==> config.mk <==
export PLATFORM = sky130hd
export DESIGN_NAME = mcp4921_spi_responder
export DESIGN_NICKNAME = d
export VERILOG_FILES = /design/src/rtl/mcp4921_spi_responder.sv
export SDC_FILE = /design/constraint.sdc
export NUM_CORES = 1
export LEC_CHECK = 0
export ABC_AREA = 1
export CORE_AREA = 5 5 96 89
export CTS_CLUSTER_SIZE = 24
export DETAILED_ROUTE_END_ITERATION = 6
export DIE_AREA = 0 0 101 94
export PLACE_DENSITY_LB_ADDON = 0.3
export REMOVE_ABC_BUFFERS = 1
export SYNTH_ARGS = -nofsm -noshare
export SYNTH_HDL_FRONTEND = slang
export SYNTH_SLANG_ARGS = --single-unit
==> constraint.sdc <==
create_clock -name clk -period 4.5 [get_ports clk]
set_input_delay 1.125 -clock clk [delete_from_list [all_inputs] [get_ports clk]]
set_output_delay 1.125 -clock clk [all_outputs]
set_load 0.02 [all_outputs]
==> src/rtl/mcp4921_spi_responder.sv <==
// MCP4921 DAC-side SPI responder: oversampled frame decoder, input/output DAC registers, 8-bit register port.
// Optional macro MCP4921_SHDN_MODEL_EN: dac_code forced to 0 while the latched nSHDN bit is 0.
module mcp4921_spi_responder #(
  parameter int DATA_WIDTH  = 8,
  parameter int SYNC_STAGES = 2,
  parameter int FRAME_BITS  = 16
) (
  input  logic                  clk,
  input  logic                  res,
  input  logic                  SCK,
  input  logic                  nCS,
  input  logic                  SDI,
  input  logic                  nLDAC,
  input  logic                  we,
  input  logic [DATA_WIDTH-1:0] addr,
  input  logic [DATA_WIDTH-1:0] data_in,
  output logic [DATA_WIDTH-1:0] data_out,
  output logic [11:0]           dac_code,
  output logic                  dac_gain1x,
  output logic                  dac_shdn,
  output logic                  frame_valid,
  output logic                  load_pulse
);

  typedef enum logic [1:0] {
    IDLE  = 2'd0,
    SHIFT = 2'd1,
    CHECK = 2'd2
  } state_t;

  localparam logic [DATA_WIDTH-1:0] ADDR_IN_LO  = DATA_WIDTH'(8'h30);
  localparam logic [DATA_WIDTH-1:0] ADDR_IN_HI  = DATA_WIDTH'(8'h31);
  localparam logic [DATA_WIDTH-1:0] ADDR_OUT_LO = DATA_WIDTH'(8'h32);
  localparam logic [DATA_WIDTH-1:0] ADDR_FCNT   = DATA_WIDTH'(8'h33);
  localparam logic [DATA_WIDTH-1:0] ADDR_ECNT   = DATA_WIDTH'(8'h34);
  localparam logic [DATA_WIDTH-1:0] ADDR_CTRL   = DATA_WIDTH'(8'h35);
  localparam logic [4:0]            BIT_MAX     = 5'd31;
  localparam logic [7:0]            CNT_MAX     = 8'hFF;

  // Pin order inside the synchronizer vector: {nLDAC, SDI, nCS, SCK}
  logic [SYNC_STAGES*4-1:0] sync_q, sync_d;
  logic [3:0]               prev_q, prev_d;
  logic [3:0]               last_s, rise_s, fall_s;

  state_t      state_q, state_d;
  logic [15:0] shift_q, shift_d;
  logic [4:0]  bitcnt_q, bitcnt_d;
  logic [14:0] in_q, in_d;     // {BUF, nGA, nSHDN, code[11:0]}
  logic [14:0] out_q, out_d;
  logic [7:0]  frame_cnt_q, frame_cnt_d;
  logic [7:0]  err_cnt_q, err_cnt_d;
  logic        pend_q, pend_d;
  logic        frame_valid_q, frame_valid_d;
  logic        load_pulse_q, load_pulse_d;
  logic [11:0] dac_code_q, dac_code_d;
  logic        dac_gain_q, dac_gain_d;
  logic        dac_shdn_q, dac_shdn_d;
  logic [DATA_WIDTH-1:0] data_out_q, data_out_d;

  logic ctrl_wr_s, clr_s, abort_s, good_s, accept_s, load_now_s;
  logic sck_rise_s, ncs_rise_s, ncs_fall_s, sdi_s, nldac_s, nldac_fall_s;
  logic unused_data_in_s;

  assign last_s       = sync_q[SYNC_STAGES*4-1 -: 4];
  assign rise_s       = last_s & ~prev_q;
  assign fall_s       = ~last_s & prev_q;
  assign sck_rise_s   = rise_s[0];
  assign ncs_rise_s   = rise_s[1];
  assign ncs_fall_s   = fall_s[1];
  assign sdi_s        = last_s[2];
  assign nldac_s      = last_s[3];
  assign nldac_fall_s = fall_s[3];
  assign unused_data_in_s = ^data_in[DATA_WIDTH-1:2];

  always_comb begin
    sync_d = {sync_q[(SYNC_STAGES-1)*4-1:0], nLDAC, SDI, nCS, SCK};
    prev_d = last_s;
  end

  always_comb begin
    state_d       = state_q;
    shift_d       = shift_q;
    bitcnt_d      = bitcnt_q;
    in_d          = in_q;
    out_d         = out_q;
    frame_cnt_d   = frame_cnt_q;
    err_cnt_d     = err_cnt_q;
    pend_d        = 1'b0;
    frame_valid_d = 1'b0;
    load_pulse_d  = 1'b0;
    dac_code_d    = dac_code_q;
    dac_gain_d    = dac_gain_q;
    dac_shdn_d    = dac_shdn_q;
    data_out_d    = '0;

    ctrl_wr_s = we && (addr == ADDR_CTRL);
    clr_s     = ctrl_wr_s && data_in[0];
    abort_s   = ctrl_wr_s && data_in[1];
    good_s    = (bitcnt_q == 5'(FRAME_BITS)) && !shift_q[15];
    accept_s  = (state_q == CHECK) && good_s && !abort_s;

    case (state_q)
      IDLE: begin
        if (ncs_fall_s) begin
          bitcnt_d = 5'd0;
          state_d  = SHIFT;
        end else begin
          state_d  = IDLE;
        end
      end
      SHIFT: begin
        if (sck_rise_s) begin
          shift_d = {shift_q[14:0], sdi_s};
          if (bitcnt_q != BIT_MAX) begin
            bitcnt_d = bitcnt_q + 5'd1;
          end else begin
            bitcnt_d = bitcnt_q;
          end
        end else begin
          shift_d = shift_q;
        end
        // A repeated nCS falling edge is treated as a glitch and restarts the count
        if (ncs_fall_s) begin
          bitcnt_d = 5'd0;
        end else if (ncs_rise_s) begin
          state_d = CHECK;
        end else begin
          state_d = SHIFT;
        end
      end
      CHECK: begin
        state_d = IDLE;
        if (abort_s) begin
          in_d = in_q;
        end else if (good_s) begin
          in_d          = shift_q[14:0];
          frame_valid_d = 1'b1;
          frame_cnt_d   = (frame_cnt_q == CNT_MAX) ? CNT_MAX : frame_cnt_q + 8'd1;
          pend_d        = !nldac_s;
        end else begin
          err_cnt_d     = (err_cnt_q == CNT_MAX) ? CNT_MAX : err_cnt_q + 8'd1;
        end
      end
      default: begin
        state_d = IDLE;
      end
    endcase

    if (abort_s) begin
      state_d = IDLE;
    end else begin
      state_d = state_d;
    end

    if (clr_s) begin
      frame_cnt_d = 8'd0;
      err_cnt_d   = 8'd0;
    end else begin
      frame_cnt_d = frame_cnt_d;
    end

    // A fall coinciding with an accepted frame is folded into the deferred transfer
    load_now_s = pend_q || (nldac_fall_s && !accept_s);
    if (load_now_s) begin
      out_d        = in_q;
      load_pulse_d = 1'b1;
      dac_gain_d   = in_q[13];
      dac_shdn_d   = !in_q[12];
`ifdef MCP4921_SHDN_MODEL_EN
      dac_code_d   = in_q[12] ? in_q[11:0] : 12'h000;
`else
      dac_code_d   = in_q[11:0];
`endif
    end else begin
      out_d        = out_q;
    end

    case (addr)
      ADDR_IN_LO:  data_out_d = DATA_WIDTH'(in_q[7:0]);
      ADDR_IN_HI:  data_out_d = DATA_WIDTH'({in_q[14:12], 1'b0, in_q[11:8]});
      ADDR_OUT_LO: data_out_d = DATA_WIDTH'(out_q[7:0]);
      ADDR_FCNT:   data_out_d = DATA_WIDTH'(frame_cnt_q);
      ADDR_ECNT:   data_out_d = DATA_WIDTH'(err_cnt_q);
      default:     data_out_d = '0;
    endcase
  end

  always_ff @(posedge clk or posedge res) begin
    if (res) begin
      sync_q        <= '0;
      prev_q        <= 4'd0;
      state_q       <= IDLE;
      shift_q       <= 16'd0;
      bitcnt_q      <= 5'd0;
      in_q          <= 15'd0;
      out_q         <= 15'd0;
      frame_cnt_q   <= 8'd0;
      err_cnt_q     <= 8'd0;
      pend_q        <= 1'b0;
      frame_valid_q <= 1'b0;
      load_pulse_q  <= 1'b0;
      dac_code_q    <= 12'd0;
      dac_gain_q    <= 1'b0;
      dac_shdn_q    <= 1'b0;
      data_out_q    <= '0;
    end else begin
      sync_q        <= sync_d;
      prev_q        <= prev_d;
      state_q       <= state_d;
      shift_q       <= shift_d;
      bitcnt_q      <= bitcnt_d;
      in_q          <= in_d;
      out_q         <= out_d;
      frame_cnt_q   <= frame_cnt_d;
      err_cnt_q     <= err_cnt_d;
      pend_q        <= pend_d;
      frame_valid_q <= frame_valid_d;
      load_pulse_q  <= load_pulse_d;
      dac_code_q    <= dac_code_d;
      dac_gain_q    <= dac_gain_d;
      dac_shdn_q    <= dac_shdn_d;
      data_out_q    <= data_out_d;
    end
  end

  assign data_out    = data_out_q;
  assign dac_code    = dac_code_q;
  assign dac_gain1x  = dac_gain_q;
  assign dac_shdn    = dac_shdn_q;
  assign frame_valid = frame_valid_q;
  assign load_pulse  = load_pulse_q;

endmodule

==> metrics.md <==
| Metric | Value |
|---|---|
| Outcome | `complete, no violations` |
| XOR/XNOR share of the synthesized area | `0%` |
| PnR worst setup slack | `1.69 ns` |
| Num ports | `47` |
| DR pass1 iterations | `5` |
| DR WL/cell | `13.7 um` |
| Final Hold Vio Count | `0` |
| Vias in the first global route | `3163` |
| Vias | `3270` |
| Antenna-violating nets left | `0` |
| Register clock-pin slew on the reported worst setup and hold paths | `0.09 ns` |
| Adder-cell share of the synthesized area | `~1.5%` |
| Mux cell area share after synthesis | `0%` |
| Unrepaired setup endpoints after global routing | `false` |
| Global Route Usage Sum | `19.7%` |
| Post-synthesis compound-gate area fraction | `7.82%` |
| Syn_area_per_cell | `around 8.5 um2` |
| GR Overflow Total | `0` |
| Layout cells sized above 1 | `roughly 6.4%` |
| Post-Synthesis Cells | `482` |
| CTS Sinks | `90` |
| First-pass GRT wire length | `roughly 15 mm` |
| Die X-Extent | `101 um` |
| Postcts setup bufs | `0` |
| P_int | `approximately 1200 uW` |
| Crit. End Element | `flip-flop` |
| Final Instance Area | `around 4700 um2` |
| Initial antenna violation count | `0` |
| Critical Path Fanout Max | `39` |
| CP cell instances | `clkdlybuf4s50_1 -> nand2_2 -> nor2_4 -> nand3_4 -> nand2_4 -> nand2_4 -> nand2_4 -> nand2_1 -> nand2_1` |
| Final period util | `between 60% and 70%` |
| Clock power share | `between 30% and 40%` |
| DRC | `0` |
| Pwr dens | `343 nW/um2` |
| Layout area overhead | `15.9%` |
| Worst Setup Path Type | `primary input to flip-flop` |
| Post-synthesis sequential area ratio | `55.2%` |
| Cell Area, Synth | `4080 um2` |
| Cts bufs inserted | `9` |
| Largest stage delay, worst path | `0.61 ns` |
| Clock Tree Buf Depth | `2` |
| Max-slew violation count | `0` |
| Die Span Y | `94 um` |
| Max_cap viols | `0` |
| Clock Skew | `0.00786 ns` |
| Pre-CTS setup slack | `approximately 1.3 ns` |
| Detailed Route WL | `around 8.6 mm` |
| Total of cells resized after clock tree synthesis | `0` |
| Syn. warnings | `0` |
| DP HPWL | `6.13 mm` |
| Flop2flop setup slack | `2.54 ns` |
| Largest family of logic cells by synthesized area | `simple AND/OR/NAND/NOR gates` |
| Die area | `9490 um2` |
| Cell mode on critical path | `nand2_4` |
| Sequential share of power | `55.7%` |
| Vias per cell | `5.23` |
| Gate power share | `between 10% and 20%` |
| Dpl cell area | `4530 um2` |
| Flops & latches, synth | `90` |
| Most common cell after layout, fill and taps aside | `nand2_1` |
| WP data required | `4.79 ns` |
| Setup TNS | `0 ns` |
| Max_slew headroom | `38.9%` |
| Count of cell types in the netlist | `30` |
| Peak supply drop | `0.000283 V` |
| Worst hold slack | `0.354 ns` |
| Final min period | `2.81 ns` |
| Arr. time, crit path | `3.10 ns` |
| Post-synthesis simple-gate area fraction | `between 20 and 30%` |
| H-tree depth | `3` |
| Ant. Diodes | `0` |
| I/O Buffers | `40` |
| Worst-Margin Slew | `0.909 ns` |
| Design Power | `1620 uW` |
| CTS tree | `built` |
| Critical path startpoint category | `primary input` |
| Setup violations, final | `0` |
| Net Sw Power | `434 uW` |
| Root Buffer | `clkbuf_8` |
| Most frequent cells in the layout | `nand2_1, dfrtp_1, inv_1, nand3_1, o21ai_0` |
| Post-cts hold buffer count | `0` |
| Clock latency on the worst-skew pair | `0.35 ns` |
| Gpl congestion | `0.932` |
| Cell Rows | `30` |
| DRT iter0 DRCs | `between 200 and 250` |
| Switching share of total power | `26.8%` |
| Critical-path top delay cell | `clkdlybuf4s50_1` |
| Static leakage power | `0.00234 uW` |
| Starting Density | `55.2%` |
| Nets | `552` |
| Highest clock rate | `356 MHz` |
| Core area | `7390 um2` |
| Min-delay worst type | `flip-flop to flip-flop` |
| Largest net degree at the start of global routing | `44` |
## logic make-up (layout without fill, tap and decap cells)
group	count (synthesis)	count (layout)
and+or+nand+nor	252	252
DFF	90	90
buffers and inverters	75	122
adders and majority gates	5	5
AOI/OAI and AO/OA	60	60
## power by group through the flow
stage               sequential [uW]  combinational (uW)  clock (uW)
finish                          904                 173         546
global route                    912                 206         594
CTS                             903                 176         559
detailed placement              919                 175           0
global placement                917                 167           0
floorplan                       911                 122           0
## layout make-up
cell class	instances	area, um2
Fill cell	602	2670
Sequential cell	90	2250
Multi-Input combinational cell	317	1510
Timing Repair Buffer	42	415
Inverter	64	241
Clock buffer	11	131
Tap cell	96	120
Clock inverter	5	62.6
## per-stage QoR
step	utilization (%)	cells
after floorplan	-	471
after global routing	63.9	625
after detailed placement	61.3	609
final	63.9	625
after global placement	61.3	609
after CTS	63.9	625
## layer usage
metal	GRT usage [%]	wire [um]	vias up
li1	-	-	1625
met2	30.4	3950	86
met4	6.42	112	0
met3	3.27	465	13
met1	28.3	4060	1546
met5	0	0	-
## sequential cells by signal, indices dropped and copies added (netlist names), 5 cells and up
name         flops
shift_q         16
data_out         8
dac_code         5
in_q            15
err_cnt_q        8
frame_cnt_q      8
bitcnt_q         5
out_q            7
sync_q           8
## Yosys cell counts (all sizes together)
cell       n  area (um2)
a21oi      4        23.8
a22oi      2        15.0
buf        9        73.8
clkbuf     2        7.51
clkinv     1        3.75
dfrtp     90        2250
ha         5        62.6
inv       63         236
nand2    157         619
nand3     48         258
nand4     13        81.3
nor2      27         119
nor3       6        40.0
nor4       1        6.26
o2111ai    1        8.76
o21a       1        7.51
o21ai     49         245
o22ai      3        18.8
## worst max-delay path: cells and delay by family
kind	cells	cell delay, ns
buf+inv	1	0.61
simple gates	8	1.34
## worst paths after layout
check / end / depth (start not counted) / from
max in group asynchronous: shift_q[5] / 3 / res
max reg2reg: dac_code[7] / 9 / bitcnt_q[0]
min in group asynchronous: dac_shdn / 2 / res
min reg2reg: sync_q[5] / 0 / sync_q[1]
min: sync_q[5] / 0 / sync_q[1]
max: dac_code[7] / 9 / addr[0]
Power figures use the tool's default switching activity.
